File: src/rtl/alu_mc.sv
// -----------------------------------------------------------------------------
// alu_mc : multi-cycle ALU for the MIPS execute stage
//
// Purpose
//   Logic and add/subtract operations complete in one clock. Multiply uses
//   radix-2 shift-add with one partial product per clock. Divide is optional
//   and uses a restoring divider with one quotient bit per clock. Each
//   iterative operation takes DATA_WIDTH clocks after the accept edge. A
//   valid/ready handshake on both sides lets the pipeline stall on in_ready
//   and out_valid.
//
// Optional feature
//   ALU_DIV_EN : define to build DIVU/DIV. If it is not defined, op codes
//                1010 and 1011 are reserved, and no divider logic exists.
//
// Parameters
//   DATA_WIDTH : operand/result width (>= 8, even)
//   CNT_W      : iteration counter width, 2**CNT_W > DATA_WIDTH
//
// Ports
//   clk        in   rising-edge clock
//   resetn     in   asynchronous active-low reset
//   in_valid   in   request valid
//   in_ready   out  request can be accepted (IDLE only)
//   A, B       in   operands, captured at the accept edge
//   ALUop      in   operation code:
//                   0000 AND, 0001 OR, 0010 ADD, 0110 SUB, 0111 SLT,
//                   0100 XOR, 0101 NOR, 0011 SLTU,
//                   1000 MULU, 1001 MUL, 1010 DIVU, 1011 DIV
//   out_valid  out  result valid, held until out_ready
//   out_ready  in   consumer takes the result
//   Result     out  result / low product / quotient
//   ResultHi   out  high product / remainder, 0 for single-cycle ops
//   Overflow   out  signed overflow (ADD/SUB only)
//   CarryOut   out  ADD carry / SUB borrow
//   Zero       out  Result == 0 ({ResultHi,Result} == 0 for multiplies)
// -----------------------------------------------------------------------------
module alu_mc #(
   parameter int DATA_WIDTH = 32,
   parameter int CNT_W      = 6
) (
   input  logic                  clk,
   input  logic                  resetn,
   input  logic                  in_valid,
   output logic                  in_ready,
   input  logic [DATA_WIDTH-1:0] A,
   input  logic [DATA_WIDTH-1:0] B,
   input  logic [3:0]            ALUop,
   output logic                  out_valid,
   input  logic                  out_ready,
   output logic [DATA_WIDTH-1:0] Result,
   output logic [DATA_WIDTH-1:0] ResultHi,
   output logic                  Overflow,
   output logic                  CarryOut,
   output logic                  Zero
);

   localparam int W = DATA_WIDTH;
   localparam logic [CNT_W-1:0] LAST_CNT = CNT_W'(DATA_WIDTH - 1);

   localparam logic [3:0] OP_AND  = 4'b0000;
   localparam logic [3:0] OP_OR   = 4'b0001;
   localparam logic [3:0] OP_ADD  = 4'b0010;
   localparam logic [3:0] OP_SLTU = 4'b0011;
   localparam logic [3:0] OP_XOR  = 4'b0100;
   localparam logic [3:0] OP_NOR  = 4'b0101;
   localparam logic [3:0] OP_SUB  = 4'b0110;
   localparam logic [3:0] OP_SLT  = 4'b0111;
   localparam logic [3:0] OP_MULU = 4'b1000;
   localparam logic [3:0] OP_MUL  = 4'b1001;
`ifdef ALU_DIV_EN
   localparam logic [3:0] OP_DIVU = 4'b1010;
   localparam logic [3:0] OP_DIV  = 4'b1011;
`endif

   typedef enum logic [1:0] {S_IDLE, S_CALC, S_DONE} state_t;

   state_t           state_reg;
   logic [CNT_W-1:0] cnt_reg;
   logic [W-1:0]     hi_reg;      // product high half / partial remainder
   logic [W-1:0]     lo_reg;      // multiplier / dividend, shifted to quotient
   logic [W-1:0]     opd_reg;     // multiplicand magnitude / divisor magnitude
   logic             neg_lo_reg;  // negate the product or quotient at the end
`ifdef ALU_DIV_EN
   logic             neg_hi_reg;  // negate the remainder at the end
   logic             div_reg;     // current iterative op is a divide
`endif

   assign in_ready = (state_reg == S_IDLE);

   // ---------------------------------------------------------------------
   // Single-cycle datapath. It works on the live inputs at the accept edge.
   // ---------------------------------------------------------------------
   logic         is_sub;
   logic [W-1:0] b_eff;
   logic [W:0]   sum_ext;
   logic         add_ovf;
   logic         borrow;
   logic [W-1:0] logic_res;
   logic [W-1:0] quick_res;
   logic         quick_ovf;
   logic         quick_cy;

   assign is_sub  = (ALUop == OP_SUB) || (ALUop == OP_SLT) || (ALUop == OP_SLTU);
   assign b_eff   = is_sub ? ~B : B;
   assign sum_ext = {1'b0, A} + {1'b0, b_eff} + {{W{1'b0}}, is_sub};
   // Comparing against the effective B sign covers both the ADD overflow
   // rule and the SUB overflow rule.
   assign add_ovf = (A[W-1] == b_eff[W-1]) && (sum_ext[W-1] != A[W-1]);
   assign borrow  = ~sum_ext[W];

   genvar gi;
   generate
      for (gi = 0; gi < W; gi++) begin : g_logic
         assign logic_res[gi] =
            (ALUop[2:0] == 3'b000) ? (A[gi] & B[gi]) :
            (ALUop[2:0] == 3'b001) ? (A[gi] | B[gi]) :
            (ALUop[2:0] == 3'b100) ? (A[gi] ^ B[gi]) :
                                     ~(A[gi] | B[gi]);
      end
   endgenerate

   always_comb begin
      quick_res = '0;
      quick_ovf = 1'b0;
      quick_cy  = 1'b0;
      case (ALUop)
         OP_AND, OP_OR, OP_XOR, OP_NOR: quick_res = logic_res;
         OP_ADD: begin
            quick_res = sum_ext[W-1:0];
            quick_ovf = add_ovf;
            quick_cy  = sum_ext[W];
         end
         OP_SUB: begin
            quick_res = sum_ext[W-1:0];
            quick_ovf = add_ovf;
            quick_cy  = borrow;
         end
         OP_SLT:  quick_res = {{(W-1){1'b0}}, sum_ext[W-1] ^ add_ovf};
         OP_SLTU: quick_res = {{(W-1){1'b0}}, borrow};
         default: quick_res = '0;   // reserved: zero result, Zero flag set
      endcase
   end

   // ---------------------------------------------------------------------
   // Operand magnitudes. ALUop[0] marks the signed variants (MUL, DIV).
   // ---------------------------------------------------------------------
   logic         is_mul;
   logic         a_neg, b_neg;
   logic [W-1:0] a_mag, b_mag;

   assign is_mul = (ALUop == OP_MULU) || (ALUop == OP_MUL);
   assign a_neg  = ALUop[0] & A[W-1];
   assign b_neg  = ALUop[0] & B[W-1];
   assign a_mag  = a_neg ? -A : A;
   assign b_mag  = b_neg ? -B : B;

`ifdef ALU_DIV_EN
   logic is_div;
   assign is_div = (ALUop == OP_DIVU) || (ALUop == OP_DIV);
`endif

   // ---------------------------------------------------------------------
   // One iteration step. Multiply adds the multiplicand when the current
   // multiplier bit is set, then shifts {hi,lo} right. The carry enters hi.
   // ---------------------------------------------------------------------
   logic [W:0]   mul_sum;
   logic [W-1:0] hi_next;
   logic [W-1:0] lo_next;

`ifdef ALU_DIV_EN
   // Restoring divide: shift the next dividend bit into the remainder.
   // Subtract only when the divisor fits. The remainder stays below the
   // divisor, so a W-bit difference is exact whenever it is used.
   logic [W:0]   rem_sh;
   logic         div_fits;
   logic [W-1:0] div_diff;

   assign rem_sh   = {hi_reg, lo_reg[W-1]};
   assign div_fits = (rem_sh >= {1'b0, opd_reg});
   assign div_diff = rem_sh[W-1:0] - opd_reg;
`endif

   always_comb begin
      mul_sum = lo_reg[0] ? ({1'b0, hi_reg} + {1'b0, opd_reg}) : {1'b0, hi_reg};
      hi_next = mul_sum[W:1];
      lo_next = {mul_sum[0], lo_reg[W-1:1]};
`ifdef ALU_DIV_EN
      if (div_reg) begin
         hi_next = div_fits ? div_diff : rem_sh[W-1:0];
         lo_next = {lo_reg[W-2:0], div_fits};
      end
`endif
   end

   // Final-cycle sign fix-up on the value produced by the last step.
   logic [2*W-1:0] prod_full;
   logic [2*W-1:0] prod_fin;

   assign prod_full = {hi_next, lo_next};
   assign prod_fin  = neg_lo_reg ? -prod_full : prod_full;

`ifdef ALU_DIV_EN
   logic [W-1:0] quo_fin;
   logic [W-1:0] rem_fin;

   assign quo_fin = neg_lo_reg ? -lo_next : lo_next;
   assign rem_fin = neg_hi_reg ? -hi_next : hi_next;
`endif

   // ---------------------------------------------------------------------
   // Control FSM and registered outputs
   // ---------------------------------------------------------------------
   always_ff @(posedge clk or negedge resetn) begin
      if (!resetn) begin
         state_reg  <= S_IDLE;
         cnt_reg    <= '0;
         hi_reg     <= '0;
         lo_reg     <= '0;
         opd_reg    <= '0;
         neg_lo_reg <= 1'b0;
`ifdef ALU_DIV_EN
         neg_hi_reg <= 1'b0;
         div_reg    <= 1'b0;
`endif
         out_valid  <= 1'b0;
         Result     <= '0;
         ResultHi   <= '0;
         Overflow   <= 1'b0;
         CarryOut   <= 1'b0;
         Zero       <= 1'b0;
      end else begin
         case (state_reg)
            S_IDLE: begin
               if (in_valid) begin
                  if (is_mul) begin
                     hi_reg     <= '0;
                     lo_reg     <= b_mag;
                     opd_reg    <= a_mag;
                     neg_lo_reg <= a_neg ^ b_neg;
`ifdef ALU_DIV_EN
                     neg_hi_reg <= 1'b0;
                     div_reg    <= 1'b0;
`endif
                     cnt_reg    <= '0;
                     state_reg  <= S_CALC;
                  end
`ifdef ALU_DIV_EN
                  else if (is_div && (B == '0)) begin
                     // Divide by zero finishes at once with a fixed result.
                     Result    <= '1;
                     ResultHi  <= A;
                     Overflow  <= 1'b0;
                     CarryOut  <= 1'b0;
                     Zero      <= 1'b0;
                     out_valid <= 1'b1;
                     state_reg <= S_DONE;
                  end
                  else if (is_div) begin
                     hi_reg     <= '0;
                     lo_reg     <= a_mag;
                     opd_reg    <= b_mag;
                     neg_lo_reg <= a_neg ^ b_neg;
                     neg_hi_reg <= a_neg;
                     div_reg    <= 1'b1;
                     cnt_reg    <= '0;
                     state_reg  <= S_CALC;
                  end
`endif
                  else begin
                     Result    <= quick_res;
                     ResultHi  <= '0;
                     Overflow  <= quick_ovf;
                     CarryOut  <= quick_cy;
                     Zero      <= (quick_res == '0);
                     out_valid <= 1'b1;
                     state_reg <= S_DONE;
                  end
               end
            end

            S_CALC: begin
               hi_reg  <= hi_next;
               lo_reg  <= lo_next;
               cnt_reg <= cnt_reg + 1'b1;
               if (cnt_reg == LAST_CNT) begin
                  cnt_reg   <= '0;
                  Overflow  <= 1'b0;
                  CarryOut  <= 1'b0;
                  out_valid <= 1'b1;
                  state_reg <= S_DONE;
`ifdef ALU_DIV_EN
                  if (div_reg) begin
                     Result   <= quo_fin;
                     ResultHi <= rem_fin;
                     Zero     <= (quo_fin == '0);
                  end else
`endif
                  begin
                     Result   <= prod_fin[W-1:0];
                     ResultHi <= prod_fin[2*W-1:W];
                     Zero     <= (prod_fin == '0);
                  end
               end
            end

            S_DONE: begin
               // Outputs hold until the consumer takes them.
               if (out_ready) begin
                  out_valid <= 1'b0;
                  state_reg <= S_IDLE;
               end
            end

            default: state_reg <= S_IDLE;
         endcase
      end
   end

endmodule

File: config.mk
export PLATFORM = sky130hd
export DESIGN_NAME = alu_mc
export DESIGN_NICKNAME = d
export VERILOG_FILES = /design/src/rtl/alu_mc.sv
export SDC_FILE = /design/constraint.sdc
export NUM_CORES = 1
export LEC_CHECK = 0
export CAP_MARGIN = 20
export CELL_PAD_IN_SITES_DETAIL_PLACEMENT = 0
export CELL_PAD_IN_SITES_GLOBAL_PLACEMENT = 1
export CORE_ASPECT_RATIO = 1.75
export CORE_UTILIZATION = 48
export DETAILED_ROUTE_END_ITERATION = 7
export PLACE_DENSITY_LB_ADDON = 0.1
export SLEW_MARGIN = 20
export SYNTH_ARGS = -nofsm -noshare
export SYNTH_HDL_FRONTEND = slang
export SYNTH_SLANG_ARGS = --single-unit
File: constraint.sdc
create_clock -name clk -period 7.19 [get_ports clk]
set_clock_uncertainty 0.15 [all_clocks]
set_input_delay 1.438 -clock clk [delete_from_list [all_inputs] [get_ports clk]]
set_output_delay 1.438 -clock clk [all_outputs]
set_load 0.01 [all_outputs]
# Word-level counts from Yosys, hierarchy flattened
# Index checks and enable logic that the tools add are counted.
# Widths: inputs -> output; s select.
[word_totals]
regBits = 173
inputBits = 72
output_inout_bits = 69
elab_cells = 335
[op_classes]
n_addsub = 7
eq_ne = 21
mux = 143
n_bitwise = 134
n_reduce_logical = 18
[ops]
columns = ["operator", "n"]
rows = [
  ["$mux 32", 13],
  ["$pmux 32 s2", 4],
  ["$pmux 32 s4", 1],
  ["$mux 1", 109],
  ["$add 32x32->33", 2],
  ["$logic_not 64->1", 1],
  ["$mux 64", 1],
  ["$neg 32->32", 2],
  ["$neg 64->64", 1],
  ["$and 1x1->1", 34],
  ["$xor 1x1->1", 34],
  ["$add 33x1->33", 1],
  ["$mux 33", 1],
  ["$not 1->1", 33],
  ["$logic_not 32->1", 1],
  ["$not 32->32", 1],
  ["$or 1x1->1", 32],
  ["$mux 6", 3],
  ["$eq 4x3->1 const B", 4],
  ["$pmux 6 s2", 1],
  ["$reduce_and 3->1", 3],
  ["$eq 4x2->1 const B", 2],
  ["$eq 4x4->1 const B", 2],
  ["$mux 2", 4],
  ["25 further kinds", 33],
]

# Depth between registers and ports, before layout
# Gate-level depths: netlist of run 1.
[depth]
word_depth = 14
mapped_depth = 19
depth_no_buf = 17

# Worst setup path after synthesis of run 1
# No wires, ideal clock.
[synth_path]
path_kind = "input to register"
from = "input ALUop[1]"
to = "register Result[0]"
setup_time_ns = 0.125
t_arrival_ns = 5.516
required_time_ns = 6.915
setup_slack_ns = 1.399
stages = 19
n_path_buf = 2
path_cell_list = "clkbuf_1 nand2b_1 nor2_1 buf_1 xnor2_1 ha_1 inv_1 o41ai_1 nand3_1 a211o_1 a21oi_1 and3b_1 o31ai_1 a31oi_1 mux2i_1 o21ai_0 o21bai_1 o21ai_0 mux2_2"
[synth_via]
elab_chain_len = 13
word_cells_on_any_way = 35
cone_classes = "2 x add/sub; 14 x eq/ne; 8 x mux; 2 x bitwise; 9 x reduce/logical"
[synth_rtl]
columns = ["item", "line_no", "source"]
rows = [
  ["start: declaration", "48", "input logic [3:0] ALUop,"],
  ["$eq 4x3->1", "104, 127", ""],
  ["$logic_or 1x1->1 (2 in a row)", "104", "assign is_sub = (ALUop == OP_SUB) || (ALUop == OP_SLT) || (ALUop == OP_SLTU);"],
  ["$mux 32", "105", "assign b_eff = is_sub ? ~B : B;"],
  ["$add 32x32->33", "106", "assign sum_ext = {1'b0, A} + {1'b0, b_eff} + {{W{1'b0}}, is_sub};"],
  ["$add 33x1->33", "106", ""],
  ["$ne 1x1->1", "109", "assign add_ovf = (A[W-1] == b_eff[W-1]) && (sum_ext[W-1] != A[W-1]);"],
  ["$logic_and 1x1->1", "109", ""],
  ["$xor 1x1->1", "139", "OP_SLT: quick_res = {{(W-1){1'b0}}, sum_ext[W-1] ^ add_ovf};"],
  ["$pmux 32 s4", "127", "case (ALUop)"],
  ["$mux 32", "236", "if (is_mul) begin"],
  ["$mux 32", "235", "if (in_valid) begin"],
  ["$pmux 32 s2", "233", "case (state_reg)"],
  ["end signal: assignment", "271", "Result <= quick_res;"],
  ["end signal: assignment", "300", "Result <= prod_fin[W-1:0];"],
  ["end: declaration", "51", "output logic [DATA_WIDTH-1:0] Result,"],
]
# Several ways; a longest one is shown, not always the timed one. The select of a mux whose other input is x is not followed.
# A chain may end at the register's enable or synchronous reset.

# Final worst setup path of run 1
[layout_path]
from = "input ALUop[3]"
to = "register Zero"
[layout_via]
elab_chain_len = 14
word_cells_on_any_way = 30
cone_classes = "2 x add/sub; 12 x eq/ne; 5 x mux; 2 x bitwise; 9 x reduce/logical"
[layout_rtl]
columns = ["item", "line_no", "source"]
rows = [
  ["$eq 4x3->1", "104, 127", ""],
  ["$logic_or 1x1->1 (2 in a row)", "104", ""],
  ["$mux 32", "105", ""],
  ["$add 32x32->33", "106", ""],
  ["$add 33x1->33", "106", ""],
  ["$ne 1x1->1", "109", ""],
  ["$logic_and 1x1->1", "109", ""],
  ["$xor 1x1->1", "139", ""],
  ["$pmux 32 s4", "127", ""],
  ["$logic_not 32->1", "275", "Zero <= (quick_res == '0);"],
  ["$mux 1", "236", ""],
  ["$mux 1", "235", ""],
  ["$pmux 1 s2", "233", ""],
  ["end signal: assignment", "275", ""],
  ["end signal: assignment", "302", "Zero <= (prod_fin == '0);"],
  ["end: declaration", "55", "output logic Zero"],
]
# Several ways; a longest one is shown, not always the timed one. The select of a mux whose other input is x is not followed.

==> results.yml, run 1 <==
routing:
  routed_via_density: 6.52
  dr_total_vias: 17500
  drtPass1Iterations: 5
  wire_per_inst_um: 26.2
  initialDrtViolationCount: 1214
  drt-total-wl_um: 70300
  ant_nets: 0
  drc: 0
global_route:
  grt_max_degree: 88
  grt_usage_pct: 39.9
  grt_pass1_vias: 17400
  grt_pass1_wl_um: 104000
  grt_antenna_before_repair: 3
  overflow: 0
pwr:
  p_clk_share_pct: 14.3
  combPwrFrac_pct: 60.3
  p_sw_mw: 3.55
  sw_frac_of_total_pct: 52.4
  leakage_nw: 8.10
  ir_drop_uv: 196
  p_seq_share_pct: 25.4
  power.internal_mw: 3.22
  powerDensity_nw_per_um2: 352
cells_and_area:
  nFillCells: 3432
  layout_common_cells: "272 x o21ai_0, 270 x nand2_1, 171 x dfrtp_1"
  layout.nets: 2411
  num_antenna_cells: 0
  final_common_cell: "o21ai_0"
  area_delta_synth_final_pct: 13.6
  drive_above_1_share_pct: 5.32
synthesis:
  yosysWarnings: 0
  ys.flop_type: "dfrtp_1"
  syn_area_per_cell_sq_um: 7.85
  synthArstFlopShare_pct: 100
  synth-edff-count: 0
  syn_area_sq_um: 16900
  synthDistinctLibCells: 89
  synth_nets: 2359
  yosys_register_bits: 173
  synth_cells: 2154
  yosysSeqAreaShare_pct: 25.6
setup_path:
  critPathCaptureType: "flop"
  slowest_delay_ns: 0.68
  crit_chain: "clkdlybuf4s50_1 > nand2b_1 > nor2_4 > xnor2_1 > ha_1 > inv_1 > o41ai_1 > a41oi_1 > xor2_1 > o21ai_0 > or4_1 > nor4_1 > nand4_1 > nor4_1 > nand4_1 > o211ai_2"
  cp_max_fo: 6
  cp_num_buf_inv: 2
  required_ns: 7.42
  crit_type: "in -> reg"
  critPathArrivalTime_ns: 6.34
  cpMaxStageDelayCell: "or4_1"
  cpLargestDelayFamily: "simple AND/OR/NAND/NOR gates"
  startpoint_type: "primary input"
job:
  drv_cap: 0
floorplanning:
  core_area_sq_um: 34600
  chipWidth_um: 144
  rows: 90
  fp.dieH_um: 250
  ioPinCount: 141
  dieArea_sq_um: 36000
  start_util_pct: 48.9
clock_network:
  cts_sinks: 173
  cts.htree.levels: 4
  clockRootBuffer: "clkbuf_16"
  hold_buffers: 0
  postCtsSetupRepairBufs: 0
  clock_path_buffers: 2
  clk_pin_slew_ns: 0.08
  insertion_delay_ns: 0.46
  cts_resized: 0
  cts_buffers: 17
  cts_tree: "yes"
status:
  status: "finished clean"
timing:
  hold_ws_ns: 0.332
  finalSetupViolCount: 0
  rsz0062_at_grt: "false"
  fmax_mhz: 164
  tns_ns: 0
  finalCritPeriodShare_pct: 85.0
  slew_headroom_pct: 15.3
  hold_viol: 0
  slew_violations: 0
  tightest_slew_ns: 1.26
  period_needed_ns: 6.11
placement:
  gp_congestion: 0.995
  hpwl_um: 54500
  port_buffers: 140
min_path:
  hold_class: "reg -> reg"
==> tightest hold or removal path: stages, from the launching register on <==
cell and delay, ns:
dfrtp_1 0.35, nand2_1 0.05, o21ai_0 0.06
==> cell type report <==
cell class	instances	area, sq um	share of cell area (%)
multi-input combinational	1757	11700	61.1
clock inverter	14	176	0.918
timing repair buffer	167	1620	8.42
tap	460	576	3.00
sequential	173	4330	22.6
inverter	90	338	1.76
clock buffer	17	425	2.21
==> cell usage after synthesis (all sizes together) (26+ instances only) <==
library cell	n	area [sq um]
o21ai	274	1370
nor3	27	146
ha	131	1640
buf	38	181
clkbuf	96	360
nor4	33	264
xor2	49	429
nand3	45	243
a31oi	27	169
a21oi	135	676
nand2	270	1010
nor2	131	492
a22o	28	245
inv	89	334
xnor2	147	1290
a21o	31	234
dfrtp	173	4330
o22ai	27	169
o31ai	26	195
nand4	29	181
==> final timing paths <==
check | start | end | slack (ns) | depth (start not counted)
min in group asynchronous | resetn | hi_reg[14] | 0.84 | 1
worst max-delay path | ALUop[3] | Zero | 1.08 | 16
worst min register to register | Result[26] | Result[26] | 0.33 | 2
worst max register to register | hi_reg[6] | Zero | 1.08 | 14
worst min-delay path | Result[26] | Result[26] | 0.33 | 2
max in group asynchronous | resetn | lo_reg[10] | 4.84 | 2
==> routing by layer <==
metal / up-vias / global-route usage, % / part of all wire [%]
li1: 7990 / - / -
met1: 8470 / 39.7 / 34
met2: 710 / 69.5 / 50
met3: 292 / 6.02 / 5.1
met4: 6 / 37.4 / 11
met5: - / 0 / 0.057
==> power groups by stage <==
stage	clock network, mW	registers (mW)	logic [mW]
2_1_floorplan	0	1.49	2.73
3_3_place_gp	0	1.71	3.89
3_5_place_dp	0	1.72	3.93
4_1_cts	0.974	1.70	3.95
5_1_grt	1.01	1.75	4.35
6_report	0.964	1.72	4.08
==> through the flow <==
step	cells	cell area, sq um	util, %	setup slack (ns)	total power [mW]
global placement	2647	18600	53.8	0.771	5.60
CTS	2678	19200	55.6	1.11	6.62
finish	2678	19200	55.6	1.08	6.76
global route	2678	19200	55.6	0.702	7.11
floorplan	2154	16900	-	1.40	4.21
detailed placement	2647	18600	53.8	0.648	5.65
==> kinds of logic after synthesis <==
family | Yosys count | synth area share [%]
compound gates | 732 | 27.8
xor+xnor | 196 | 10.2
fa+ha+maj | 133 | 9.93
buf+inv | 224 | 5.20
flops | 173 | 25.6
mux | 35 | 2.26
simple gates | 661 | 19.1
Power figures use the tool's default switching activity.
==> inputs of run 2 (changes only) <==
- CORE_UTILIZATION: 48 -> 41
- clock period: 7.19 -> 5.3 ns (I/O delays scaled with it)
==> run 2 against run 1 <==
Net effect:
- the run now ends with design-rule violations left
- sequential power is 34% higher
- total power is 49% higher
- via count is 3.4% higher
- non-clock buffer count is 250 higher
- first-iteration DRC count is 5.5% lower
- die area is 17% higher
- combinational power is 58% higher
- largest cell class unchanged
- highest routed layer unchanged
==> results.yml, run 2 (synthesis gave the netlist of run 1 again) <==
setup_path:
  r2r_start: "hi_reg[0]"
  critPathCaptureType: "flop"
  cp_max_fo: 7
  required_ns: 5.53
  crit_type: "reg -> reg"
  startpoint_type: "flop"
  critPathArrivalTime_ns: 5.24
  critPathLaunch: "hi_reg[0]"
cells_and_area:
  num_antenna_cells: 0
  final_common_cell: "buf_4"
  layout_common_cells: "272 x buf_4, 270 x nand2_1, 269 x o21ai_0"
  drive_above_1_share_pct: 15.7
  layout.nets: 2661
  area_delta_synth_final_pct: 26.2
floorplanning:
  fp.dieH_um: 271
  ioPinCount: 141
  core_area_sq_um: 40700
  start_util_pct: 41.5
  dieArea_sq_um: 42100
  rows: 98
  chipWidth_um: 156
job:
  drv_cap: 0
clock_network:
  postCtsSetupRepairBufs: 0
  clockRootBuffer: "clkbuf_16"
  insertion_delay_ns: 0.46
  cts_tree: "yes"
  hold_buffers: 0
  clock_path_buffers: 2
  cts.htree.levels: 4
  cts_buffers: 17
  cts_sinks: 173
  clk_pin_slew_ns: 0.10
timing:
  period_needed_ns: 5.01
  tightest_slew_ns: 0.865
  tns_ns: 0
  hold_viol: 0
  fmax_mhz: 200
  hold_ws_ns: 0.336
  finalSetupViolCount: 0
  slew_violations: 0
  slew_headroom_pct: 42.3
  finalCritPeriodShare_pct: 94.5
routing:
  drt-total-wl_um: 74600
  routed_via_density: 5.98
  ant_nets: 0
  drtPass1Iterations: 7
  dr_total_vias: 18100
  initialDrtViolationCount: 1147
  wire_per_inst_um: 24.7
  drc: 1
status:
  violations: "design-rule violations"
  status: "finished, violations left"
global_route:
  grt_max_degree: 91
  overflow: 0
  grt_antenna_before_repair: 1
  grt_pass1_wl_um: 111000
  grt_usage_pct: 35.8
  grt_pass1_vias: 18500
min_path:
  hold_class: "reg -> reg"
  min_from: "Result[17]"
pwr:
  leakage_nw: 9.35
  powerDensity_nw_per_um2: 471
  ir_drop_uv: 233
placement:
  hpwl_um: 60100
  gp_congestion: 0.953
  port_buffers: 140
==> run 2: changes by cell type in the layout (fill, tap and decap cells not counted), moves of 3 or more <==
| cell | delta |
|---|---|
| o21ai_0 | -3 |
| nor4_2 | +4 |
| nor4_1 | -4 |
| buf_4 | +246 |
| inv_6 | +3 |
| a211oi_2 | +3 |
| o21ai_1 | +3 |
| buf_12 | +4 |
| a211oi_1 | -3 |
==> run 2: metal layers <==
metal	up-vias	track usage [%]	routed length, um
met5	-	0	13
met4	2	35.2	8480
met3	253	3.83	2660
met1	8728	33.6	24900
met2	597	65.7	38600
li1	8487	-	-
==> run 2: final timing paths <==
path,to,slack (ns),cells past startpoint
max,Zero,0.29,17
min,Result[17],0.34,2
max reg2reg,Zero,0.29,17
min reg2reg,Result[17],0.34,2
max in group asynchronous,ResultHi[11],3.50,2
min in group asynchronous,hi_reg[15],0.42,1
==> run 2: cell type report <==
class                   instances  area [sq um]
clock buffers                  18           429
inverters                      90           338
multi-input cells            1757         11800
well taps                     550           688
clock inverters                14           166
fillers                      4072         19400
repair buffers                417          3540
flip-flops and latches        173          4330
==> run 2: power breakdown <==
| group | leakage, nW | total [mW] | internal (mW) | switching (mW) |
|---|---|---|---|---|
| registers | 2.25 | 2.30 | 1.70 | 0.600 |
| clock network | 0.286 | 1.30 | 0.639 | 0.665 |
| logic | 6.82 | 6.44 | 2.65 | 3.79 |
==> run 2: what timing repair did <==
action	4_1_cts	5_1_grt
gates resized for setup	0	21
hold endpoints to repair	0	0
endpoints found under the setup margin	0	6
==> run 2: through the flow <==
stage / total power, mW / setup WS [ns] / util, % / instance area (sq um) / cells
detailed placement: 8.62 / -0.383 / 50.7 / 20600 / 2987
finish: 10.0 / 0.289 / 52.4 / 21300 / 3019
global route: 10.6 / -0.0109 / 52.4 / 21300 / 3019
CTS: 9.95 / 0.0827 / 52.2 / 21200 / 3019
global placement: 8.56 / -0.311 / 50.7 / 20600 / 2987
floorplan: 5.72 / 0.0948 / - / 16900 / 2154
==> run 2: worst max-delay path, cell delays in order (launching register included) <==
cell and delay, ns:
dfrtp_1 0.44, ha_1 0.27, fa_1 0.44, a211oi_2 0.20, buf_4 0.19, o21ai_1 0.16, a211oi_1 0.32, o211ai_1 0.23
xor2_1 0.20, o32ai_1 0.40, nor2b_1 0.30, nand4_1 0.22, o41ai_2 0.41, xor2_1 0.20, nor4_2 0.32, nand4b_1 0.14
buf_4 0.19, o211ai_2 0.12
